**src/rtl/uart_pkg.sv**
```systemverilog
// Shared UART definitions: receive FSM states, oversampling ratio and the baud divider
// rounding used by both the receive and transmit engines.
package uart_pkg;

    localparam int OVERSAMPLE = 16;

    typedef enum logic [2:0] {
        IDLE  = 3'd0,
        START = 3'd1,
        DATA  = 3'd2,
        STOP  = 3'd3,
        BREAK = 3'd4
    } uart_rx_state_e;

    // Ticks counted inside a bit: mid start bit is the 8th tick, a full bit is 16.
    localparam logic [3:0] MID_SAMPLE  = 4'(OVERSAMPLE / 2 - 1);
    localparam logic [3:0] LAST_SAMPLE = 4'(OVERSAMPLE - 1);

    // Clocks per 16x tick, rounded to nearest.
    function automatic int uart_div(input int clk_hz, input int bit_rate);
        return (clk_hz + bit_rate * (OVERSAMPLE / 2)) / (bit_rate * OVERSAMPLE);
    endfunction

endpackage

```
**src/rtl/uart_baud_tick.sv**
```systemverilog
// Free-running 16x baud tick generator; restart re-phases the divider so the next
// tick lands exactly DIV clocks later.
module uart_baud_tick #(
    parameter int DIV = 14
) (
    input  logic clk,
    input  logic reset,
    input  logic restart,
    output logic tick
);

    localparam int            CW   = (DIV > 1) ? $clog2(DIV) : 1;
    localparam logic [CW-1:0] LAST = CW'(DIV - 1);

    logic [CW-1:0] cnt_q;
    logic [CW-1:0] cnt_d;

    always_comb begin
        cnt_d = cnt_q + CW'(1);
        if (restart || (cnt_q == LAST)) begin
            cnt_d = '0;
        end
    end

    always_ff @(posedge clk or posedge reset) begin
        if (reset) begin
            cnt_q <= '0;
        end else begin
            cnt_q <= cnt_d;
        end
    end

    assign tick = (cnt_q == LAST);

endmodule

```
**src/rtl/uart_rx_engine.sv**
```systemverilog
// 8N1 UART receiver: 2-flop input synchronizer, 16x oversampling deframer and a
// byte holding register with avail/ack handshake and sticky error flag.
module uart_rx_engine
    import uart_pkg::*;
#(
    parameter int freq_hz = 25000000,
    parameter int baud    = 115200
) (
    input  logic       clk,
    input  logic       reset,
    input  logic       uart_rxd,
    input  logic       rx_ack,
    output logic [7:0] rx_data,
    output logic       rx_avail,
    output logic       rx_error
);

    localparam int DIV = uart_div(freq_hz, baud);

    logic [1:0]     sync_q;
    logic           rxd_s;
    logic           tick;
    logic           restart;
    logic           commit;
    logic           frame_err;

    uart_rx_state_e state_q,   state_d;
    logic [3:0]     sample_q,  sample_d;
    logic [2:0]     bit_idx_q, bit_idx_d;
    logic [7:0]     shift_q,   shift_d;
    logic [7:0]     rx_data_q, rx_data_d;
    logic           rx_avail_q, rx_avail_d;
    logic           rx_error_q, rx_error_d;

    // Synchronizer resets to ones so a reset never looks like a start edge.
    always_ff @(posedge clk or posedge reset) begin
        if (reset) begin
            sync_q <= 2'b11;
        end else begin
            sync_q <= {sync_q[0], uart_rxd};
        end
    end

    assign rxd_s = sync_q[1];

    uart_baud_tick #(
        .DIV (DIV)
    ) u_tick (
        .clk     (clk),
        .reset   (reset),
        .restart (restart),
        .tick    (tick)
    );

    always_comb begin
        state_d   = state_q;
        sample_d  = sample_q;
        bit_idx_d = bit_idx_q;
        shift_d   = shift_q;
        restart   = 1'b0;
        commit    = 1'b0;
        frame_err = 1'b0;

        case (state_q)
            IDLE: begin
                if (!rxd_s) begin
                    state_d  = START;
                    sample_d = 4'd0;
                    restart  = 1'b1;
                end
            end
            START: begin
                if (tick) begin
                    sample_d = sample_q + 4'd1;
                    if (sample_q == MID_SAMPLE) begin
                        sample_d = 4'd0;
                        if (rxd_s) begin
                            state_d = IDLE;
                        end else begin
                            state_d   = DATA;
                            bit_idx_d = 3'd0;
                        end
                    end
                end
            end
            DATA: begin
                if (tick) begin
                    sample_d = sample_q + 4'd1;
                    if (sample_q == LAST_SAMPLE) begin
                        shift_d   = {rxd_s, shift_q[7:1]};
                        bit_idx_d = bit_idx_q + 3'd1;
                        if (bit_idx_q == 3'd7) begin
                            state_d = STOP;
                        end
                    end
                end
            end
            STOP: begin
                if (tick) begin
                    sample_d = sample_q + 4'd1;
                    if (sample_q == LAST_SAMPLE) begin
                        if (rxd_s) begin
                            commit  = 1'b1;
                            state_d = IDLE;
                        end else begin
                            frame_err = 1'b1;
                            state_d   = BREAK;
                        end
                    end
                end
            end
            BREAK: begin
                if (tick && rxd_s) begin
                    state_d = IDLE;
                end
            end
            default: begin
                state_d = IDLE;
            end
        endcase
    end

    // Ack clears first, then a new byte or error overrides it in the same clock.
    always_comb begin
        rx_data_d  = rx_data_q;
        rx_avail_d = rx_avail_q;
        rx_error_d = rx_error_q;
        if (rx_ack) begin
            rx_avail_d = 1'b0;
            rx_error_d = 1'b0;
        end
        if (commit) begin
            rx_data_d  = shift_q;
            rx_avail_d = 1'b1;
            if (rx_avail_q && !rx_ack) begin
                rx_error_d = 1'b1;
            end
        end
        if (frame_err) begin
            rx_error_d = 1'b1;
        end
    end

    always_ff @(posedge clk or posedge reset) begin
        if (reset) begin
            state_q    <= IDLE;
            sample_q   <= 4'd0;
            bit_idx_q  <= 3'd0;
            shift_q    <= 8'h00;
            rx_data_q  <= 8'h00;
            rx_avail_q <= 1'b0;
            rx_error_q <= 1'b0;
        end else begin
            state_q    <= state_d;
            sample_q   <= sample_d;
            bit_idx_q  <= bit_idx_d;
            shift_q    <= shift_d;
            rx_data_q  <= rx_data_d;
            rx_avail_q <= rx_avail_d;
            rx_error_q <= rx_error_d;
        end
    end

    assign rx_data  = rx_data_q;
    assign rx_avail = rx_avail_q;
    assign rx_error = rx_error_q;

endmodule
```
**config.mk**
```make
export PLATFORM = sky130hd
export DESIGN_NAME = uart_rx_engine
export DESIGN_NICKNAME = d
export VERILOG_FILES = /design/src/rtl/uart_pkg.sv /design/src/rtl/uart_baud_tick.sv /design/src/rtl/uart_rx_engine.sv
export SDC_FILE = /design/constraint.sdc
export NUM_CORES = 1
export LEC_CHECK = 0
export BUFFER_PORTS_ARGS = -buffer_cell sky130_fd_sc_hd__buf_2
export CORE_MARGIN = 3
export CORE_UTILIZATION = 45
export CTS_CLUSTER_DIAMETER = 30
export CTS_CLUSTER_SIZE = 25
export DETAILED_ROUTE_END_ITERATION = 8
export HOLD_SLACK_MARGIN = 0.1
export PLACE_DENSITY = 0.66
export SYNTH_ARGS = -nofsm -noshare
export SYNTH_HDL_FRONTEND = slang
export SYNTH_HIERARCHICAL = 1
export SYNTH_SLANG_ARGS = --single-unit
```
**constraint.sdc**
```tcl
create_clock -name clk -period 3.5 [get_ports clk]
set_clock_uncertainty 0.05 [all_clocks]
set_input_delay 0.525 -clock clk [delete_from_list [all_inputs] [get_ports clk]]
set_output_delay 0.525 -clock clk [all_outputs]
set_load 0.05 [all_outputs]
```
# ---- Word-level counts from Yosys, hierarchy flattened
# Index checks and enable logic that the tools add are counted.
dict set report totals {
  input_bits 4
  memories 0
  word_cells 83
  register_bits 34
  latchBits 0
  ram_bits 0
  mem_bits_ro 0
}
dict set report op_classes {
  n_addsub 3
  mux 39
  bitwise_logic 0
  multipliers 0
  n_reduce_logical 13
  eq_ne 19
  n_div 0
  shifts 0
  magnitude_cmp 0
}
# operator count
set op_table {}
lappend op_table {{3-bit 2-to-1 mux} 15}
lappend op_table {{4-bit 2-to-1 mux} 5}
lappend op_table {{2-bit inequality test (second input constant)} 10}
lappend op_table {{1-bit 2-to-1 mux} 15}
lappend op_table {{3-bit one-hot mux with 5 select lines} 1}
lappend op_table {{4-bit one-hot mux with 3 select lines} 1}
lappend op_table {{9-bit AND reduction} 1}
lappend op_table {{4-bit by 1-bit adder with 4-bit output (second input constant)} 2}
lappend op_table {{4-bit == test (second input constant)} 2}
lappend op_table {{3-bit by 2-bit == test with 1-bit output (second input constant)} 2}
lappend op_table {{3-bit == test (second input constant)} 2}
lappend op_table {{3-bit one-hot mux with 2 select lines} 1}
lappend op_table {{6-bit AND reduction} 1}
lappend op_table {{4-bit by 3-bit == test with 1-bit output (second input constant)} 1}
lappend op_table {{4-bit AND reduction} 1}
lappend op_table {{2-bit nonzero test} 2}
lappend op_table {{3-bit by 1-bit adder with 3-bit output (second input constant)} 1}
lappend op_table {{3-bit by 1-bit == test with 1-bit output (second input constant)} 1}
lappend op_table {{3-bit logical NOT} 1}
lappend op_table {{3-bit AND reduction} 1}
lappend op_table {{3-bit nonzero test} 1}
lappend op_table {{1-bit logical AND} 2}
lappend op_table {{2-bit 2-to-1 mux} 1}
lappend op_table {{2-bit by 1-bit inequality test with 1-bit output (second input constant)} 1}
lappend op_table {{other kinds (3)} 3}

# ---- Depth between registers and ports, before layout
# Gate-level depths: netlist of the first run.
dict set report logic_depth {
  word_depth 6
  mapped_depth 8
  depth_no_buf 7
}

# ---- Cells and area by module
# Netlist of the first run, hierarchy kept.
# module seq_area_each_um2 cells_per_inst area_each_um2 n_inst
set modules_own_cells {}
lappend modules_own_cells {uart_rx_engine 753.2 116 1435.1 1}
lappend modules_own_cells {uart_baud_tick 100.1 20 203.9 1}

# ---- Worst setup path after synthesis of the first run
# Ideal clock, no wire load.
dict set report synth_path {
  path_type {reg2reg}
  from {reg u_tick.cnt_q[0]}
  to {reg state_q[0]}
  path_stages_with_launch 7
  setup_ns 0.125
  setup_slack_ns 1.569
  path_buffers 0
  arrival_ns 1.756
  path_cell_list {dfrtp_1 > ha_1 > and3_4 > or2b_1 > a211o_1 > nand3b_4 > mux2_2}
}
dict set report synth_via {
  elab_chain_len 4
  elab_cells_between_ends 7
  cone_classes {eq/ne (5); reduce/logical (2)}
}
# item line
set synth_lines {}
lappend synth_lines {{from (decl)} uart_baud_tick.sv:15} ;# logic [CW-1:0] cnt_q;
lappend synth_lines {{from (signal assigned)} uart_baud_tick.sv:29} ;# cnt_q <= cnt_d;
lappend synth_lines {{4-bit == test *} uart_baud_tick.sv:33} ;# assign tick = (cnt_q == LAST);
lappend synth_lines {{via tick} uart_rx_engine.sv:22} ;# logic tick;
lappend synth_lines {{1-bit logical AND} uart_rx_engine.sv:113} ;# if (tick && rxd_s) begin
lappend synth_lines {{2-bit inequality test (no source line)} -}
lappend synth_lines {{9-bit AND reduction (no source line) *} -}
lappend synth_lines {{to (signal assigned)} uart_rx_engine.sv:154} ;# state_q <= state_d;
lappend synth_lines {{to (decl)} uart_rx_engine.sv:27} ;# uart_rx_state_e state_q, state_d;
# The timed path passes the listed nets; every way through them passes the cells marked *.
# A chain may end at the register's enable or synchronous reset.

# ---- Worst setup path after layout of the first run
dict set report layout_path {
  from {reg state_q[1]}
  to {reg shift_q[3]}
}
dict set report layout_via {
  elab_chain_len 2
}
# item line
set layout_lines {}
lappend layout_lines {{3-bit by 2-bit == test with 1-bit output} uart_rx_engine.sv:64} ;# case (state_q)
lappend layout_lines {{3-bit AND reduction (no source line)} -}
lappend layout_lines {{to (signal assigned)} uart_rx_engine.sv:157} ;# shift_q <= shift_d;
lappend layout_lines {{to (decl)} uart_rx_engine.sv:30} ;# logic [7:0] shift_q, shift_d;
# Every way passes these cells.

==> flow_summary.yaml, run 1 <==
yosys:
  yosys.area_share.xor_xnor_pct: 0.5344
  post_synthesis_sequential_element_count: 34
  synth-compound-area-share_pct: 11.15
  yosysUniqueCellTypes: 45
  synth_top_flop_cell: "dfrtp_1"
  ys_top_cells_by_count: "dfrtp_1, mux2_2, inv_1"
  asyncSetResetFlopFracSynth_pct: 100.0
  syn_area_cell_um2: 12.05
  synth_cells: 136
  synth.yosys.seq_area_share_pct: 52.06
  synth-adder-area-share_pct: 3.817
  synth_largest_area_cell: "dfrtp_1"
  synth_enable_flop_cells: 0
  yosys-mux-area-fraction_pct: 13.59
  synthTopCellsByArea: "dfrtp_1, mux2_2, ha_1"
  synth_top_area_share_pct: 48.85
  synthMostInstantiatedCell: "dfrtp_1"
  synth_top_family_by_area: "simple AND/OR/NAND/NOR gates"
  mappedNetlistNets: 145
  mappedNetlistArea_mm2: 0.001639
  synth_warnings: 6
  synth-simple-area-share_pct: 14.35
grt:
  grt.total_usage_pct: 14.20
  wire_length_of_the_first_global_routing_pass_um: 4712
  grt_max_degree: 21
  gr-total-overflow: 0
  antenna_found_initial: 0
  grt_pass1_vias: 1041
floorplan:
  design.die.area_mm2: 0.004402
  placement_rows: 21
  start_util_pct: 47.99
  core_area_mm2: 0.003416
  io_pins: 14
  die_h_um: 66.35
  die_w_um: 66.35
power_and_ir_drop:
  internal_power_mw: 0.6218
  totalPowerFinal_mw: 0.7676
  share_comb_of_total_power_pct: 1.6
  leakagePower_nw: 0.9098
  ir_drop_mv: 0.2547
  power_switching_share_pct: 18.99
  sequential_power_share_pct: 51.7
  power.density_cell_area_mw_per_mm2: 415.1
  p_clk_share_pct: 46.6
  p_sw_mw: 0.1458
cts:
  ctsHtreeMaxLevel: 2
  tritoncts: "yes"
  post-cts-setup-buffer-count: 0
  clockRootBuffer: "clkbuf_4"
  numCtsBuffers: 5
  cts.sink_count: 34
  clock_insertion_delay_worst_skew_ns: 0.34
  cts.reportedPaths.clkPinSlew_ns: 0.11
  cts_buffer_depth: 2
critical_path:
  slowest_stage_cell_on_the_critical_path: "nor2b_1"
  worst_path_required_time_ns: 3.68
  reg2regPathDepth: 3
  worst-path-max-fanout: 12
  timing.rr.end: "shift_q[3]"
  cp-start-kind: "flop"
  r2r_start: "state_q[1]"
  r2r_setup_slack_ns: 1.23
  max_stage_delay_ns: 0.67
  timing.critical_path.cells: "nor3b_1, nor2b_1, mux2_2"
  critical_path.n_buffers_inverters: 0
  worst-setup-path-type: "flop to flop"
  worstPathArrival_ns: 2.45
  crit_path_end_kind: "flop"
  critical-path-top-delay-family: "simple AND/OR/NAND/NOR gates"
sta:
  max_slew.worst_pin.slew_ns: 0.7500
  report.final.hold_viol_count: 0
  final.setup.tns_ns: 0
  finalWorstPathRequiredPeriod_ns: 2.269
  grt_setup_unrepaired: "false"
  slew_headroom_pct: 49.90
  period_share_pct: 64.84
  achievable-frequency_ghz: 0.4406
  timing_max_transition_violations_final: 0
  finalSetupViolCount: 0
drt:
  post-route-drc-count: 0
  ant_nets: 0
  routed_wirelength_um: 2611
  post_drt_via_cell_ratio: 5.080
  dr_total_vias: 1016
  post_drt_wl_per_cell_um: 13.06
  drtPass1Iterations: 4
  drt_first_iter_violations: 51
layout:
  antenna_cells_inserted: 0
  final_util_pct: 54.14
  fin_nets: 162
  fillCellCount: 300
  area_delta_synth_final_pct: 12.82
  drive_gt1_share_pct: 31.17
run_status:
  status: "finished clean"
flow_run:
  max_cap_viol_count: 0
placement:
  buffers_added_on_ports: 13
  detailedPlacementHpwl_um: 1919
  gp_routability_congestion: 0.7424
min_path:
  timing.hold.worst_path_depth: 1
  start_point_of_the_worst_hold_path: "uart_rxd"
  min_delay_worst_endpoint: "sync_q[0]"
  hold_path_class: "input pin to flop"
## stage by stage
| stage | cells | worst slack [ns] | instance area, um2 | hold slack, ns |
|---|---|---|---|---|
| 2_1_floorplan | 136 | 1.569 | 1639 | 0.2411 |
| 3_3_place_gp | 191 | 1.249 | 1733 | 0.2983 |
| 3_5_place_dp | 191 | 1.174 | 1733 | 0.2999 |
| 4_1_cts | 200 | 1.184 | 1849 | 0.2072 |
| 5_1_grt | 200 | 1.075 | 1849 | 0.2047 |
| 6_report | 200 | 1.231 | 1849 | 0.2274 |
## worst max-delay path by stage
stage	from	end	slack [ns]	depth (start not counted)
6_report	state_q[1]	shift_q[3]	1.23	3
5_1_grt	u_tick/cnt_q[0]	shift_q[4]	1.08	5
4_1_cts	u_tick/cnt_q[1]	shift_q[3]	1.18	6
3_5_place_dp	u_tick/cnt_q[1]	shift_q[4]	1.17	6
3_3_place_gp	u_tick/cnt_q[1]	shift_q[3]	1.25	6
2_1_floorplan	u_tick/cnt_q[0]	state_q[0]	1.57	6
## timing repair
action / in CTS / in global routing
setup endpoints to repair: 0 / 0
hold endpoints to repair: 4 / 0
hold buffers: 1 / 0
resized for setup: 0 / 0
## cells in the final DEF, fill, tap and decap left out, drive strengths merged, types with 3 or more instances in the layout
cell type  count
dfrtp         32
mux2          18
buf           14
inv           10
nand2          8
nor2           7
o21ai          7
a21oi          6
ha             5
clkbuf         5
nand3b         3
nor2b          3
## final cells by class
class                   count  area [um2]  area share, %
well taps                  46       57.56          3.112
clock inverters             3       68.82          3.721
repair buffers             15       82.58          4.466
flip-flops and latches     34       853.3          46.14
inverters                  10       37.54          2.030
multi-input cells          87       711.9          38.50
clock buffers               5       37.54          2.030
## cells by family after synthesis
| logic type | count (synthesis) |
|---|---|
| AO/OA/AOI/OAI | 26 |
| multiplexers | 20 |
| XOR/XNOR | 1 |
| buffers and inverters | 15 |
| flip-flops | 34 |
| adder cells (fa/ha/maj) | 5 |
| AND/OR/NAND/NOR | 35 |
## flip-flops by register name (all words and copies together) (netlist names)
signal,cells
sample_q,4
sync_q,2
state_q,3
rx_data,8
rx_error,1
u_tick/cnt_q,4
bit_idx_q,3
shift_q,8
rx_avail,1
## power by group through the flow
stage	Combinational, mW	Clock [mW]	Sequential [mW]
global placement	0.0125	0	0.404
finish	0.0127	0.358	0.397
detailed placement	0.0125	0	0.404
CTS	0.0134	0.369	0.397
global route	0.0146	0.381	0.397
floorplan	0.00919	0	0.402
## worst register-to-register path, stage by stage (launching register included)
cell and delay, ns:
dfrtp_1 0.60, nor3b_1 0.42, nor2b_1 0.67, mux2_2 0.42
## metal layers
layer,share of wire [%],global-route usage (%),up-vias
met5,0,0,-
met4,1.7,6.091,0
met3,3.3,4.762,7
met2,47,21.69,14
met1,48,18.26,482
li1,-,-,513
Note: power is estimated with default switching activity, not from simulation.
==> run 2: changes to the inputs <==
==> constraint.sdc (replaced) <==
create_clock -name clk -period 2.25 [get_ports clk]
set_clock_uncertainty 0.05 [all_clocks]
set_input_delay 0.3375 -clock clk [delete_from_list [all_inputs] [get_ports clk]]
set_output_delay 0.3375 -clock clk [all_outputs]
set_load 0.05 [all_outputs]
==> run 2 against run 1 <==
Effect of this change:
- combinational power increased by 68%
- core utilization is 0.73 points higher
- global-route usage grew 1.6 points
- register-to-register slack worse by 1.0 ns
- total power is 56% higher
- cell count grew 1.5%
- cell area is 1.4% higher
- flip-flop and latch count is the same
- sequential share of layout area down 0.62 points
- first-iteration DRC count is 57% higher
- critical path type unchanged
- largest cell class unchanged
- highest routed layer unchanged
==> flow_summary.yaml, run 2 (synthesis results as in run 1) <==
placement:
  buffers_added_on_ports: 13
  detailedPlacementHpwl_um: 2046
  dpl_cell_area_mm2: 0.001748
  gp_routability_congestion: 0.8213
critical_path:
  worstSetupPathDepth: 6
  slowest_stage_cell_on_the_critical_path: "dfrtp_1"
  critical-path-top-delay-family: "simple AND/OR/NAND/NOR gates"
  max_stage_delay_ns: 0.44
  crit_path_end_kind: "flop"
  worst_path_required_time_ns: 2.43
  critical_path.n_buffers_inverters: 0
  worst-path-max-fanout: 6
  timing.rr.end: "state_q[0]"
  reg2regPathDepth: 6
  timing.critical_path.cells: "ha_1, and3_4, or2b_1, a211o_1, nand3b_4, mux2_2"
  r2r_start: "u_tick/cnt_q[0]"
  critPathLaunch: "u_tick/cnt_q[0]"
  crit_path_end: "state_q[0]"
  worstPathArrival_ns: 2.24
  r2r_setup_slack_ns: 0.19
  worst-setup-path-type: "flop to flop"
  cp-start-kind: "flop"
cts:
  numCtsBuffers: 5
  cts.reportedPaths.clkPinSlew_ns: 0.10
  cts_buffer_depth: 2
  post-cts-setup-buffer-count: 0
  clock_insertion_delay_worst_skew_ns: 0.34
  tritoncts: "yes"
  clockRootBuffer: "clkbuf_4"
  cts.sink_count: 34
  ctsHtreeMaxLevel: 2
  ctsResizeCount: 0
  postCtsHoldBufs: 2
layout:
  fillCellCount: 299
  final_util_pct: 54.87
  final_common_cell: "dfrtp_1"
  final_cell_mix: "dfrtp_1, mux2_2, buf_2"
  area_of_the_multi_input_gates_um2: 711.9
  antenna_cells_inserted: 0
  drive_gt1_share_pct: 31.85
  seqCellArea_um2: 853.3
  fin_nets: 165
  final_cell_area_mm2: 0.001874
  area_delta_synth_final_pct: 14.35
sta:
  grt_setup_unrepaired: "false"
  timing_max_transition_violations_final: 0
  period_share_pct: 91.77
  final.setup.tns_ns: 0
  achievable-frequency_ghz: 0.4843
  slew_headroom_pct: 69.22
  finalSetupViolCount: 0
  finalWorstPathRequiredPeriod_ns: 2.065
  max_slew.worst_pin.slew_ns: 0.4616
  report.final.hold_viol_count: 0
grt:
  grt_pass1_vias: 1129
  wire_length_of_the_first_global_routing_pass_um: 5133
  antenna_found_initial: 0
  gr-total-overflow: 0
  grt.total_usage_pct: 15.78
  grt_max_degree: 24
power_and_ir_drop:
  ir_drop_mv: 0.5241
  totalPowerFinal_mw: 1.199
  power.density_cell_area_mw_per_mm2: 639.7
  leakagePower_nw: 0.9248
floorplan:
  design.die.area_mm2: 0.004402
  die_h_um: 66.35
  io_pins: 14
  placement_rows: 21
  die_w_um: 66.35
  start_util_pct: 47.99
  core_area_mm2: 0.003416
drt:
  post-route-drc-count: 0
  drtPass1Iterations: 4
  ant_nets: 0
  drt_first_iter_violations: 80
  dr_total_vias: 1058
  post_drt_wl_per_cell_um: 14.28
  routed_wirelength_um: 2898
  post_drt_via_cell_ratio: 5.212
run_status:
  status: "finished clean"
flow_run:
  max_cap_viol_count: 0
min_path:
  hold_path_class: "input pin to flop"
## run 2: worst min-delay path by stage
stage                       from              end  slack [ns]  cells after the start
after floorplan            reset  u_tick/cnt_q[0]        0.05                      1
after global placement     reset  u_tick/cnt_q[2]        0.18                      2
after detailed placement   reset  u_tick/cnt_q[3]        0.18                      2
after CTS                 rx_ack         rx_error        0.14                      2
after global routing      rx_ack         rx_error        0.14                      2
final                     rx_ack         rx_error        0.14                      2
## run 2: routing by layer
| metal | up-vias | wire [um] | GRT usage [%] | part of all wire, % |
|---|---|---|---|---|
| li1 | 518 | - | - | - |
| met2 | 13 | 1445 | 24.91 | 50 |
| met3 | 8 | 95 | 5.272 | 3.3 |
| met1 | 519 | 1297 | 19.76 | 45 |
| met5 | - | 0 | 0 | 0 |
| met4 | 0 | 59 | 6.345 | 2.0 |
## run 2: area by class of cell
| cell class | instances | share of cell area, % |
|---|---|---|
| clock inverter | 3 | 3.672 |
| clock buffer | 5 | 2.003 |
| tap | 46 | 3.071 |
| timing repair buffer | 18 | 5.741 |
| sequential | 34 | 45.53 |
| multi-input combinational | 87 | 37.98 |
| inverter | 10 | 2.003 |
## run 2: report_power, final
part	switching (mW)	internal [mW]	total, mW	leakage, nW
clock	0.213	0.348	0.561	0.0554
sequential	0.00290	0.614	0.617	0.443
combinational	0.0145	0.00678	0.0213	0.427
total	0.231	0.968	1.20	0.925
## run 2: stage by stage
stage / hold slack, ns / setup WS (ns) / cells
4_1_cts: 0.1377 / 0.1762 / 203
2_1_floorplan: 0.05358 / 0.3195 / 136
5_1_grt: 0.1370 / 0.06468 / 203
3_3_place_gp: 0.1788 / 0.2897 / 193
3_5_place_dp: 0.1849 / 0.2194 / 193
6_report: 0.1441 / 0.1851 / 203
==> run 3: changes to the inputs <==
--- a/config.mk
+++ b/config.mk
@@ -13,6 +13,7 @@
 export DETAILED_ROUTE_END_ITERATION = 8
 export HOLD_SLACK_MARGIN = 0.1
 export PLACE_DENSITY = 0.66
+export RECOVER_POWER = 100
 export SYNTH_ARGS = -nofsm -noshare
 export SYNTH_HDL_FRONTEND = slang
 export SYNTH_HIERARCHICAL = 1
==> run 3 against run 2 <==
Effect of this change:
- combinational power fell by 5%
- fmax fell by 0.93%
- first-iteration DRC count fell by 5.0%
- core utilization fell by 1.4 points
- total power barely moved
- via count rose by 0.38%
- cell area fell by 2.5%
- flip-flop and latch count did not move
==> flow_summary.yaml, run 3 (synthesis results as in run 1) <==
grt:
  wire_length_of_the_first_global_routing_pass_um: 5133
  antenna_found_initial: 0
  gr-total-overflow: 0
  grt.total_usage_pct: 15.78
  grt_max_degree: 24
  grt_pass1_vias: 1129
placement:
  detailedPlacementHpwl_um: 2046
  buffers_added_on_ports: 13
  placed_cells_incl_taps: 193
  gp_routability_congestion: 0.8213
sta:
  slew_headroom_pct: 58.52
  timing_max_transition_violations_final: 0
  report.final.hold_viol_count: 0
  finalWorstPathRequiredPeriod_ns: 2.084
  achievable-frequency_ghz: 0.4798
  final.setup.tns_ns: 0
  finalSetupViolCount: 0
  grt_setup_unrepaired: "false"
  period_share_pct: 92.63
  max_slew.worst_pin.slew_ns: 0.6249
layout:
  fin_nets: 165
  number_of_standard_cells_in_the_layout_taps_in_and_fillers_out: 203
  antenna_cells_inserted: 0
  area_delta_synth_final_pct: 11.45
  final_cell_mix: "dfrtp_1, mux2_2, inv_1, clkbuf_1"
  drive_gt1_share_pct: 23.57
  final_common_cell: "dfrtp_1"
drt:
  routed_wirelength_um: 2910
  ant_nets: 0
  post-route-drc-count: 0
  post_drt_via_cell_ratio: 5.232
  dr_total_vias: 1062
  drt_first_iter_violations: 76
  drtPass1Iterations: 4
  post_drt_wl_per_cell_um: 14.33
critical_path:
  slowest_stage_cell_on_the_critical_path: "dfrtp_1"
  worst-path-max-fanout: 6
  critical-path-top-delay-family: "simple AND/OR/NAND/NOR gates"
  worst-setup-path-type: "flop to flop"
  timing.critical_path.cells: "ha_1, and3_4, or2b_1, a211o_1, nand3b_1, mux2_2"
  crit_path_end_kind: "flop"
  worstPathArrival_ns: 2.26
  cp-start-kind: "flop"
  worst_path_required_time_ns: 2.43
  max_stage_delay_ns: 0.44
  critical_path.n_buffers_inverters: 0
floorplan:
  start_util_pct: 47.99
  io_pins: 14
  placement_rows: 21
  design.die.area_mm2: 0.004402
  die_h_um: 66.35
  die_w_um: 66.35
  core_area_mm2: 0.003416
power_and_ir_drop:
  ir_drop_mv: 0.5222
  leakagePower_nw: 0.8703
  power.density_cell_area_mw_per_mm2: 656.1
cts:
  clock_insertion_delay_worst_skew_ns: 0.34
  numCtsBuffers: 5
  tritoncts: "yes"
  cts_buffer_depth: 2
  post-cts-setup-buffer-count: 0
  clockRootBuffer: "clkbuf_4"
  cts.sink_count: 34
  cts.reportedPaths.clkPinSlew_ns: 0.10
  ctsHtreeMaxLevel: 2
flow_run:
  max_cap_viol_count: 0
run_status:
  status: "finished clean"
min_path:
  hold_path_class: "input pin to flop"
[run 3: worst paths after layout]
| check | slack, ns | start | cells past startpoint | end |
|---|---|---|---|---|
| setup / recovery | 0.17 | u_tick/cnt_q[0] | 6 | state_q[0] |
| hold / removal | 0.14 | rx_ack | 2 | rx_error |
| setup reg to reg | 0.17 | u_tick/cnt_q[0] | 6 | state_q[0] |
| hold reg to reg | 0.32 | sync_q[0] | 0 | sync_q[1] |
| max in group asynchronous | 0.87 | reset | 4 | rx_data[6] |
| min in group asynchronous | 0.37 | reset | 3 | u_tick/cnt_q[3] |
[run 3: timing repair]
action,CTS,global route
endpoints found under the hold margin,12,0
hold buffers,2,0
gates resized for setup,0,0
[run 3: where the power goes]
group          switching [mW]  internal (mW)
Combinational          0.0140        0.00619
Clock                   0.214          0.348
Sequential            0.00291          0.614
[run 3: area by class of cell]
| cell class | count | area [um2] |
|---|---|---|
| fill | 310 | 1589 |
| tap | 46 | 57.56 |
| clock buffer | 5 | 37.54 |
| timing repair buffer | 18 | 92.59 |
| multi-input combinational | 87 | 679.4 |
| clock inverter | 3 | 68.82 |
| inverter | 10 | 37.54 |
| sequential | 34 | 853.3 |
[run 3: through the flow]
step / hold WS, ns / setup slack (ns) / total power [mW] / instance area [um2] / utilization, %
6_report: 0.1440 / 0.1658 / 1.199 / 1827 / 53.48
5_1_grt: 0.1370 / 0.05329 / 1.241 / 1827 / 53.48
4_1_cts: 0.1377 / 0.1762 / 1.217 / 1874 / 54.87
3_5_place_dp: 0.1849 / 0.2194 / 0.6485 / 1748 / 51.17
3_3_place_gp: 0.1788 / 0.2897 / 0.6476 / 1748 / 51.17
2_1_floorplan: 0.05358 / 0.3195 / 0.6403 / 1639 / -
[run 3: layer usage]
metal  GRT usage [%]  vias to the layer above  routed length, um  share of wire [%]
li1                -                      519                  -                  -
met1           19.76                      520               1322                 45
met2           24.91                       15               1430                 49
met3           5.272                        8                 97                3.3
met4           6.345                        0                 59                2.0
met5               0                        -                  0                  0
